File: src/rtl/uart_pkg.sv
// Shared constants and state encoding for the UART echo engine.
package uart_pkg;

    localparam logic [1:0] MODE_ECHO = 2'd0;
    localparam logic [1:0] MODE_CRLF = 2'd1;
    localparam logic [1:0] MODE_HOLD = 2'd2;

    localparam int         OVERSAMPLE = 16;
    localparam logic [7:0] ASCII_CR   = 8'h0D;
    localparam logic [7:0] ASCII_LF   = 8'h0A;

    // Serial framer state, shared by the receiver and transmitter.
    typedef enum logic [1:0] {
        ST_IDLE  = 2'd0,
        ST_START = 2'd1,
        ST_DATA  = 2'd2,
        ST_STOP  = 2'd3
    } uart_state_e;

    // Map the reserved mode encoding onto plain echo.
    function automatic logic [1:0] eff_mode(input logic [1:0] m);
        logic [1:0] r;
        case (m)
            MODE_ECHO: r = MODE_ECHO;
            MODE_CRLF: r = MODE_CRLF;
            MODE_HOLD: r = MODE_HOLD;
            default:   r = MODE_ECHO;
        endcase
        return r;
    endfunction

endpackage

File: src/rtl/uart_fifo.sv
// Byte FIFO between the receiver and transmitter, with registered flags.
module uart_fifo
    import uart_pkg::*;
#(
    parameter int WIDTH = 8,
    parameter int DEPTH = 16
) (
    input  logic             clk,
    input  logic             key_reset,
    input  logic             push,
    input  logic [WIDTH-1:0] din,
    input  logic             pop,
    output logic [WIDTH-1:0] dout,
    output logic             full,
    output logic             empty
);

    localparam int AW = (DEPTH > 1) ? $clog2(DEPTH) : 1;

    logic [WIDTH-1:0] mem_q [DEPTH];
    logic [AW-1:0]    wr_ptr_q, wr_ptr_d;
    logic [AW-1:0]    rd_ptr_q, rd_ptr_d;
    logic [AW:0]      count_q,  count_d;
    logic             full_q,   full_d;
    logic             empty_q,  empty_d;
    logic             push_ok_s;
    logic             pop_ok_s;

    // Accept/advance decisions; a full FIFO still accepts if a pop frees a slot.
    always_comb begin
        pop_ok_s  = pop & ~empty_q;
        push_ok_s = push & (~full_q | pop_ok_s);
        wr_ptr_d  = push_ok_s ? wr_ptr_q + AW'(1) : wr_ptr_q;
        rd_ptr_d  = pop_ok_s  ? rd_ptr_q + AW'(1) : rd_ptr_q;
        case ({push_ok_s, pop_ok_s})
            2'b10:   count_d = count_q + (AW+1)'(1);
            2'b01:   count_d = count_q - (AW+1)'(1);
            default: count_d = count_q;
        endcase
        full_d  = (count_d == (AW+1)'(DEPTH));
        empty_d = (count_d == '0);
    end

    // Pointer, occupancy and flag registers.
    always_ff @(posedge clk or negedge key_reset) begin
        if (!key_reset) begin
            wr_ptr_q <= '0;
            rd_ptr_q <= '0;
            count_q  <= '0;
            full_q   <= 1'b0;
            empty_q  <= 1'b1;
        end else begin
            wr_ptr_q <= wr_ptr_d;
            rd_ptr_q <= rd_ptr_d;
            count_q  <= count_d;
            full_q   <= full_d;
            empty_q  <= empty_d;
        end
    end

    // Storage array; contents are don't-care until written.
    always_ff @(posedge clk) begin
        if (push_ok_s) begin
            mem_q[wr_ptr_q] <= din;
        end
    end

    assign dout  = mem_q[rd_ptr_q];
    assign full  = full_q;
    assign empty = empty_q;

endmodule

File: src/rtl/uart_echo_server.sv
// UART echo engine: oversampled receiver, FIFO buffer, transmitter with CR->CRLF option.
module uart_echo_server
    import uart_pkg::*;
#(
    parameter int DIVISOR   = 27,
    parameter int DATA_BITS = 8,
    parameter int DEPTH     = 16,
    parameter int ERR_W     = 8
) (
    input  logic             clk,
    input  logic             key_reset,
    input  logic             rx,
    input  logic [1:0]       mode,
    input  logic             clr_err,
    output logic             tx,
    output logic             ntx_full,
    output logic             nrx_empty,
    output logic             overrun,
    output logic [ERR_W-1:0] frame_err_cnt
);

    localparam int             CNT_W     = (DIVISOR > 1) ? $clog2(DIVISOR) : 1;
    localparam logic [CNT_W-1:0] DIV_LAST = CNT_W'(DIVISOR - 1);
    localparam logic [3:0]     TICK_LAST = 4'(OVERSAMPLE - 1);
    localparam logic [3:0]     TICK_MID  = 4'(OVERSAMPLE / 2 - 1);
    localparam logic [3:0]     BIT_LAST  = 4'(DATA_BITS - 1);
    localparam logic [DATA_BITS-1:0] CR_CHAR = ASCII_CR[DATA_BITS-1:0];
    localparam logic [DATA_BITS-1:0] LF_CHAR = ASCII_LF[DATA_BITS-1:0];

    // Tick generator and input synchronizer
    logic [CNT_W-1:0] div_q, div_d;
    logic             tick_s;
    logic [1:0]       sync_q, sync_d;
    logic             rx_s;

    // Receiver
    uart_state_e          rx_state_q, rx_state_d;
    logic [3:0]           rx_tick_q,  rx_tick_d;
    logic [3:0]           rx_bit_q,   rx_bit_d;
    logic [DATA_BITS-1:0] rx_shift_q, rx_shift_d;
    logic                 rx_valid_s;
    logic                 frame_err_s;

    // Transmitter
    uart_state_e          tx_state_q, tx_state_d;
    logic [3:0]           tx_tick_q,  tx_tick_d;
    logic [3:0]           tx_bit_q,   tx_bit_d;
    logic [DATA_BITS-1:0] tx_shift_q, tx_shift_d;
    logic                 armed_q,    armed_d;
    logic                 lf_pend_q,  lf_pend_d;
    logic                 tx_q,       tx_d;
    logic [1:0]           mode_s;
    logic                 pop_s;

    // FIFO and status
    logic                 fifo_full_s, fifo_empty_s;
    logic [DATA_BITS-1:0] fifo_dout_s;
    logic                 overrun_q, overrun_d;
    logic [ERR_W-1:0]     err_cnt_q, err_cnt_d;

    // Free-running oversample tick and two-stage rx synchronizer.
    always_comb begin
        tick_s = (div_q == DIV_LAST);
        if (tick_s) begin
            div_d = '0;
        end else begin
            div_d = div_q + CNT_W'(1);
        end
        sync_d = {sync_q[0], rx};
        rx_s   = sync_q[1];
    end

    // Receiver next state: start qualification, mid-bit data and stop sampling.
    always_comb begin
        rx_state_d = rx_state_q;
        rx_tick_d  = rx_tick_q;
        rx_bit_d   = rx_bit_q;
        rx_shift_d = rx_shift_q;
        case (rx_state_q)
            ST_IDLE: begin
                if (!rx_s) begin
                    rx_state_d = ST_START;
                    rx_tick_d  = 4'd0;
                end else begin
                    rx_state_d = ST_IDLE;
                end
            end
            ST_START: begin
                if (tick_s && rx_tick_q == TICK_MID) begin
                    rx_tick_d  = 4'd0;
                    rx_bit_d   = 4'd0;
                    rx_state_d = rx_s ? ST_IDLE : ST_DATA;
                end else if (tick_s) begin
                    rx_tick_d = rx_tick_q + 4'd1;
                end else begin
                    rx_tick_d = rx_tick_q;
                end
            end
            ST_DATA: begin
                if (tick_s && rx_tick_q == TICK_LAST) begin
                    rx_tick_d  = 4'd0;
                    rx_shift_d = {rx_s, rx_shift_q[DATA_BITS-1:1]};
                    if (rx_bit_q == BIT_LAST) begin
                        rx_state_d = ST_STOP;
                    end else begin
                        rx_bit_d = rx_bit_q + 4'd1;
                    end
                end else if (tick_s) begin
                    rx_tick_d = rx_tick_q + 4'd1;
                end else begin
                    rx_tick_d = rx_tick_q;
                end
            end
            ST_STOP: begin
                if (tick_s && rx_tick_q == TICK_LAST) begin
                    rx_tick_d  = 4'd0;
                    rx_state_d = ST_IDLE;
                end else if (tick_s) begin
                    rx_tick_d = rx_tick_q + 4'd1;
                end else begin
                    rx_tick_d = rx_tick_q;
                end
            end
            default: rx_state_d = ST_IDLE;
        endcase
    end

    // Receiver outputs: one-clock byte-complete or framing-error strobe at stop mid-bit.
    always_comb begin
        rx_valid_s  = 1'b0;
        frame_err_s = 1'b0;
        if (rx_state_q == ST_STOP && tick_s && rx_tick_q == TICK_LAST) begin
            rx_valid_s  = rx_s;
            frame_err_s = ~rx_s;
        end else begin
            rx_valid_s  = 1'b0;
            frame_err_s = 1'b0;
        end
    end

    uart_fifo #(
        .WIDTH (DATA_BITS),
        .DEPTH (DEPTH)
    ) u_fifo (
        .clk       (clk),
        .key_reset (key_reset),
        .push      (rx_valid_s),
        .din       (rx_shift_q),
        .pop       (pop_s),
        .dout      (fifo_dout_s),
        .full      (fifo_full_s),
        .empty     (fifo_empty_s)
    );

    // Transmitter outputs: pop a byte only when idle with nothing staged or pending.
    always_comb begin
        mode_s = eff_mode(mode);
        if (tx_state_q == ST_IDLE && !armed_q && !lf_pend_q && !fifo_empty_s
            && mode_s != MODE_HOLD) begin
            pop_s = 1'b1;
        end else begin
            pop_s = 1'b0;
        end
    end

    // Transmitter next state: stage a byte, align to tick, shift out 16 ticks per bit.
    always_comb begin
        tx_state_d = tx_state_q;
        tx_tick_d  = tx_tick_q;
        tx_bit_d   = tx_bit_q;
        tx_shift_d = tx_shift_q;
        armed_d    = armed_q;
        lf_pend_d  = lf_pend_q;
        case (tx_state_q)
            ST_IDLE: begin
                if (armed_q && tick_s) begin
                    tx_state_d = ST_START;
                    tx_tick_d  = 4'd0;
                    armed_d    = 1'b0;
                end else if (armed_q) begin
                    armed_d = 1'b1;
                end else if (lf_pend_q) begin
                    tx_shift_d = LF_CHAR;
                    lf_pend_d  = 1'b0;
                    armed_d    = 1'b1;
                end else if (pop_s) begin
                    tx_shift_d = fifo_dout_s;
                    lf_pend_d  = (mode_s == MODE_CRLF) && (fifo_dout_s == CR_CHAR);
                    armed_d    = 1'b1;
                end else begin
                    tx_state_d = ST_IDLE;
                end
            end
            ST_START: begin
                if (tick_s && tx_tick_q == TICK_LAST) begin
                    tx_state_d = ST_DATA;
                    tx_tick_d  = 4'd0;
                    tx_bit_d   = 4'd0;
                end else if (tick_s) begin
                    tx_tick_d = tx_tick_q + 4'd1;
                end else begin
                    tx_tick_d = tx_tick_q;
                end
            end
            ST_DATA: begin
                if (tick_s && tx_tick_q == TICK_LAST) begin
                    tx_tick_d  = 4'd0;
                    tx_shift_d = {1'b0, tx_shift_q[DATA_BITS-1:1]};
                    if (tx_bit_q == BIT_LAST) begin
                        tx_state_d = ST_STOP;
                    end else begin
                        tx_bit_d = tx_bit_q + 4'd1;
                    end
                end else if (tick_s) begin
                    tx_tick_d = tx_tick_q + 4'd1;
                end else begin
                    tx_tick_d = tx_tick_q;
                end
            end
            ST_STOP: begin
                if (tick_s && tx_tick_q == TICK_LAST) begin
                    tx_tick_d  = 4'd0;
                    tx_state_d = ST_IDLE;
                end else if (tick_s) begin
                    tx_tick_d = tx_tick_q + 4'd1;
                end else begin
                    tx_tick_d = tx_tick_q;
                end
            end
            default: tx_state_d = ST_IDLE;
        endcase
        // Line level follows the next state so tx is a clean registered output.
        case (tx_state_d)
            ST_START: tx_d = 1'b0;
            ST_DATA:  tx_d = tx_shift_d[0];
            default:  tx_d = 1'b1;
        endcase
    end

    // Sticky overrun and saturating framing-error count; clear wins over set.
    always_comb begin
        if (clr_err) begin
            overrun_d = 1'b0;
        end else if (rx_valid_s && fifo_full_s && !pop_s) begin
            overrun_d = 1'b1;
        end else begin
            overrun_d = overrun_q;
        end
        if (clr_err) begin
            err_cnt_d = '0;
        end else if (frame_err_s && err_cnt_q != {ERR_W{1'b1}}) begin
            err_cnt_d = err_cnt_q + ERR_W'(1);
        end else begin
            err_cnt_d = err_cnt_q;
        end
    end

    // Tick, synchronizer and receiver state registers.
    always_ff @(posedge clk or negedge key_reset) begin
        if (!key_reset) begin
            div_q      <= '0;
            sync_q     <= 2'b11;
            rx_state_q <= ST_IDLE;
            rx_tick_q  <= 4'd0;
            rx_bit_q   <= 4'd0;
            rx_shift_q <= '0;
        end else begin
            div_q      <= div_d;
            sync_q     <= sync_d;
            rx_state_q <= rx_state_d;
            rx_tick_q  <= rx_tick_d;
            rx_bit_q   <= rx_bit_d;
            rx_shift_q <= rx_shift_d;
        end
    end

    // Transmitter state registers and the tx line flop.
    always_ff @(posedge clk or negedge key_reset) begin
        if (!key_reset) begin
            tx_state_q <= ST_IDLE;
            tx_tick_q  <= 4'd0;
            tx_bit_q   <= 4'd0;
            tx_shift_q <= '0;
            armed_q    <= 1'b0;
            lf_pend_q  <= 1'b0;
            tx_q       <= 1'b1;
        end else begin
            tx_state_q <= tx_state_d;
            tx_tick_q  <= tx_tick_d;
            tx_bit_q   <= tx_bit_d;
            tx_shift_q <= tx_shift_d;
            armed_q    <= armed_d;
            lf_pend_q  <= lf_pend_d;
            tx_q       <= tx_d;
        end
    end

    // Error status registers.
    always_ff @(posedge clk or negedge key_reset) begin
        if (!key_reset) begin
            overrun_q <= 1'b0;
            err_cnt_q <= '0;
        end else begin
            overrun_q <= overrun_d;
            err_cnt_q <= err_cnt_d;
        end
    end

    assign tx            = tx_q;
    assign ntx_full      = ~fifo_full_s;
    assign nrx_empty     = ~fifo_empty_s;
    assign overrun       = overrun_q;
    assign frame_err_cnt = err_cnt_q;

endmodule

File: config.mk
export PLATFORM = sky130hd
export DESIGN_NAME = uart_echo_server
export DESIGN_NICKNAME = d
export VERILOG_FILES = /design/src/rtl/uart_pkg.sv /design/src/rtl/uart_fifo.sv /design/src/rtl/uart_echo_server.sv
export SDC_FILE = /design/constraint.sdc
export NUM_CORES = 1
export LEC_CHECK = 0
export ABC_CLOCK_PERIOD_IN_PS = 7780
export CORE_ASPECT_RATIO = 0.6
export CORE_MARGIN = 10
export CORE_UTILIZATION = 55
export DETAILED_ROUTE_END_ITERATION = 8
export PLACE_DENSITY = 0.82
export SLEW_MARGIN = 20
export SYNTH_ARGS = -nofsm -noshare
export SYNTH_HDL_FRONTEND = slang
export SYNTH_SLANG_ARGS = --single-unit
export TNS_END_PERCENT = 5
File: constraint.sdc
create_clock -name clk -period 7.78 [get_ports clk]
set_input_delay 0.778 -clock clk [delete_from_list [all_inputs] [get_ports clk]]
set_output_delay 0.778 -clock clk [all_outputs]
set_load 0.005 [all_outputs]
==> flow_summary.toml <==
[critical_path]
r2r_setup_slack_ns = 3.54
crit_fanout = 15
critPathCaptureType = "flop"
arrival_ns = 4.60
timing.rr.start = "div_q[0]$_DFF_PN0_"
cp-endpoint = "u_fifo.full$_DFF_PN0_"
critical-path-slowest-cell = "and4b_1"
crit_start = "div_q[0]$_DFF_PN0_"
reg2regPathDepth = 14
critPathKind = "reg2reg"
crit-reg2reg-capture = "u_fifo.full$_DFF_PN0_"
start_kind = "flop"
cp.required_ns = 8.13
cpPeakStageDelay_ns = 0.66
critical_path.cell_chain = "inv_1 -> ha_1 -> and4b_1 -> and3_1 -> nand4_2 -> ha_1 -> xor2_1 -> ha_1 -> a21oi_1 -> xor2_1 -> nor2_1 -> xor2_1 -> or4_1 -> nor2b_1"

[timing]
setup_ws_ns = 3.54
tightest_slew_ns = 1.03
hold_viol_final = 0
final.min_clock_period_ns = 4.24
fin_crit_sh = 0.545
rsz0062_at_grt = "false"
fmax_mhz = 236
setup_violations = 0
fin_worst_skew_ns = 0.00989
slew-limit-headroom = 0.305
final_max_slew_viol_count = 0
fin_tns_setup_ns = 0

[die]
die_area_sq_mm = 0.0214
dieWidth_um = 182
num_rows = 35
core_region_area_sq_mm = 0.0154
fp.dieH_um = 117
num_io_pins = 18
start_util = 0.563

[clock_network]
post-cts-setup-buffers = 0
cts_resized = 0
cts.sinks = 198
root_buffer = "clkbuf_16"
clock_latency_ns = 0.43
cts_tree = "built"
ctsHtreeMaxLevel = 4
path_clk_slew_ns = 0.07
holdBufCountCts = 0
clockBufferDepth = 2
cts_buffers = 17

[synthesis]
synth_edf_count = 128
netlist_area_sq_mm = 0.00868
synth_top_cell_area_share = 0.443
synth.area.top_cells = "edfxtp_1, dfrtp_1, mux4_1"
yosysWarnings = 0
syn_area_per_cell_sq_um = 14.8
ys_seq_elements = 198
synth_commonest_cells = "edfxtp_1, dfrtp_1, nand2_1"
synth_cell_type_count = 65
synth_top_area_cell = "edfxtp_1"
yosysMostFrequentCell = "edfxtp_1"
async_flop_share = 0.354
syn-num-nets = 608
synthFlopType = "edfxtp_1"
syn_inst = 587
synth-seq-area-share = 0.645

[grt]
met1_usage = 0.253
grt_pass1_wl_um = 30100
met3_usage = 0.0344
grt_overflow = 0
antenna_found_initial = 0
grtUsageTotal = 0.178
grt_pass1_vias = 5230
grtUsageMet2 = 0.273
top_usage_layer = "met2"
grt_max_degree = 71

[placed_design]
dpl.hpwl_um = 12500
io_buffers = 17
place.gp.congestion = 0.890
post-place-ws_ns = 3.55
dpl-instance-area_sq_mm = 0.00903

[finish]
final_util = 0.623
multi_input_area_sq_mm = 0.00289
drive_above_1_share = 0.136
areaGrowthSynthToFinish_pct = 10.6
fillers = 1091
n_antenna_cell = 0
seqCellArea_sq_mm = 0.00560
nNetsFinal = 631
final_area_sq_mm = 0.00960

[hold_path]
holdPathStages = 0
hp-class = "reg2reg"

[drt]
drc = 0
vias = 5142
via_per_inst = 6.23
wl_per_cell_um = 22.8
wl_um = 18800
ant_nets = 0
drt_iter0_drc = 645
dr.pass1.iters = 5

[run]
maxCapViolCount = 0

[pwr]
leakagePower_nw = 3.94
ir_drop_mv = 0.192
cellPowerDensity_mw_per_mm2 = 206

[status]
outcome = "finished, final reports clean"
worst min-delay path by stage:
| stage | start | endpoint | slack, ns |
|---|---|---|---|
| 2_1_floorplan | sync_q[0]$_DFF_PN1_ | sync_q[1]$_DFF_PN1_ | 0.35 |
| 3_3_place_gp | sync_q[0]$_DFF_PN1_ | sync_q[1]$_DFF_PN1_ | 0.35 |
| 3_5_place_dp | sync_q[0]$_DFF_PN1_ | sync_q[1]$_DFF_PN1_ | 0.35 |
| 4_1_cts | sync_q[0]$_DFF_PN1_ | sync_q[1]$_DFF_PN1_ | 0.36 |
| 5_1_grt | sync_q[0]$_DFF_PN1_ | sync_q[1]$_DFF_PN1_ | 0.37 |
| 6_report | sync_q[0]$_DFF_PN1_ | sync_q[1]$_DFF_PN1_ | 0.36 |
cells by family after synthesis:
logic type,Yosys count,share of synthesized area
mux,60,0.113
compound gates,86,0.0689
simple gates,164,0.103
flops,198,0.645
buf+inv,38,0.0221
xor+xnor,26,0.0262
fa+ha+maj,15,0.0216
per-stage QoR:
step | cells | hold slack (ns) | power (mW)
final | 826 | 0.357 | 1.97
after global routing | 826 | 0.368 | 2.03
after CTS | 826 | 0.360 | 1.98
after detailed placement | 794 | 0.349 | 1.15
after global placement | 794 | 0.349 | 1.14
after floorplan | 587 | 0.345 | 1.13
flip-flops by register name, summed over array words and instances, names as in the netlist, named ones only:
signal	cells
u_fifo.mem_q	128
frame_err_cnt	8
rx_shift_q	8
tx_shift_q	8
div_q	5
u_fifo.count_q	5
rx_bit_q	4
rx_tick_q	4
tx_bit_q	4
tx_tick_q	4
u_fifo.rd_ptr_q	4
u_fifo.wr_ptr_q	4
sync_q	2
tx_state_q	2
armed_q	1
lf_pend_q	1
overrun	1
rx_state_q	1
tx	1
u_fifo.empty	1
u_fifo.full	1
placed cells by master (no fill, tap or decap), types with 5 or more instances in the layout:
cell type,Yosys,final
edfxtp_1,128,128
dfrtp_1,66,66
nand2_1,40,40
nor2_1,35,35
o21ai_0,28,28
mux2i_1,18,18
mux2_2,17,17
clkbuf_16,0,17
a21oi_1,16,16
xnor2_1,16,16
clkdlybuf4s50_1,0,16
inv_1,15,15
and2_1,15,15
ha_1,15,15
nand3_1,13,13
mux4_1,13,13
nor3_1,12,12
mux4_2,12,12
xor2_1,10,10
nor4_1,9,9
buf_4,2,8
nor2b_1,7,7
a22oi_1,7,7
nand2b_1,5,5
a22o_1,5,5
nand4_1,5,5
layout make-up:
cell class,instances,area share
multi-input cells,351,0.301
well taps,203,0.0265
inverters,17,0.00665
repair buffers,25,0.0235
clock buffers,17,0.0443
clock inverters,15,0.0150
flip-flops and latches,198,0.583
per-layer routing:
| metal | share of wire | routed length, um |
|---|---|---|
| met1 | 0.44 | 8280 |
| met2 | 0.46 | 8740 |
| met4 | 0.015 | 278 |
| met3 | 0.082 | 1540 |
| met5 | 0 | 0 |
power breakdown:
| group | leakage [nW] | switching (mW) | internal, mW |
|---|---|---|---|
| registers | 2.41 | 0.000636 | 1.11 |
| logic | 1.26 | 0.00854 | 0.00264 |
| clock network | 0.272 | 0.403 | 0.449 |
critical path: cells and delay by family, from the launching register on:
family                     cells  cell delay, ns
and+or+nand+nor                6            2.15
DFF                            1            0.41
adders and majority gates      3            0.85
buffers and inverters          1            0.07
xor gates and xnor gates       3            0.52
AOI/OAI and AO/OA              1            0.16
(Power assumes the default switching activity.)
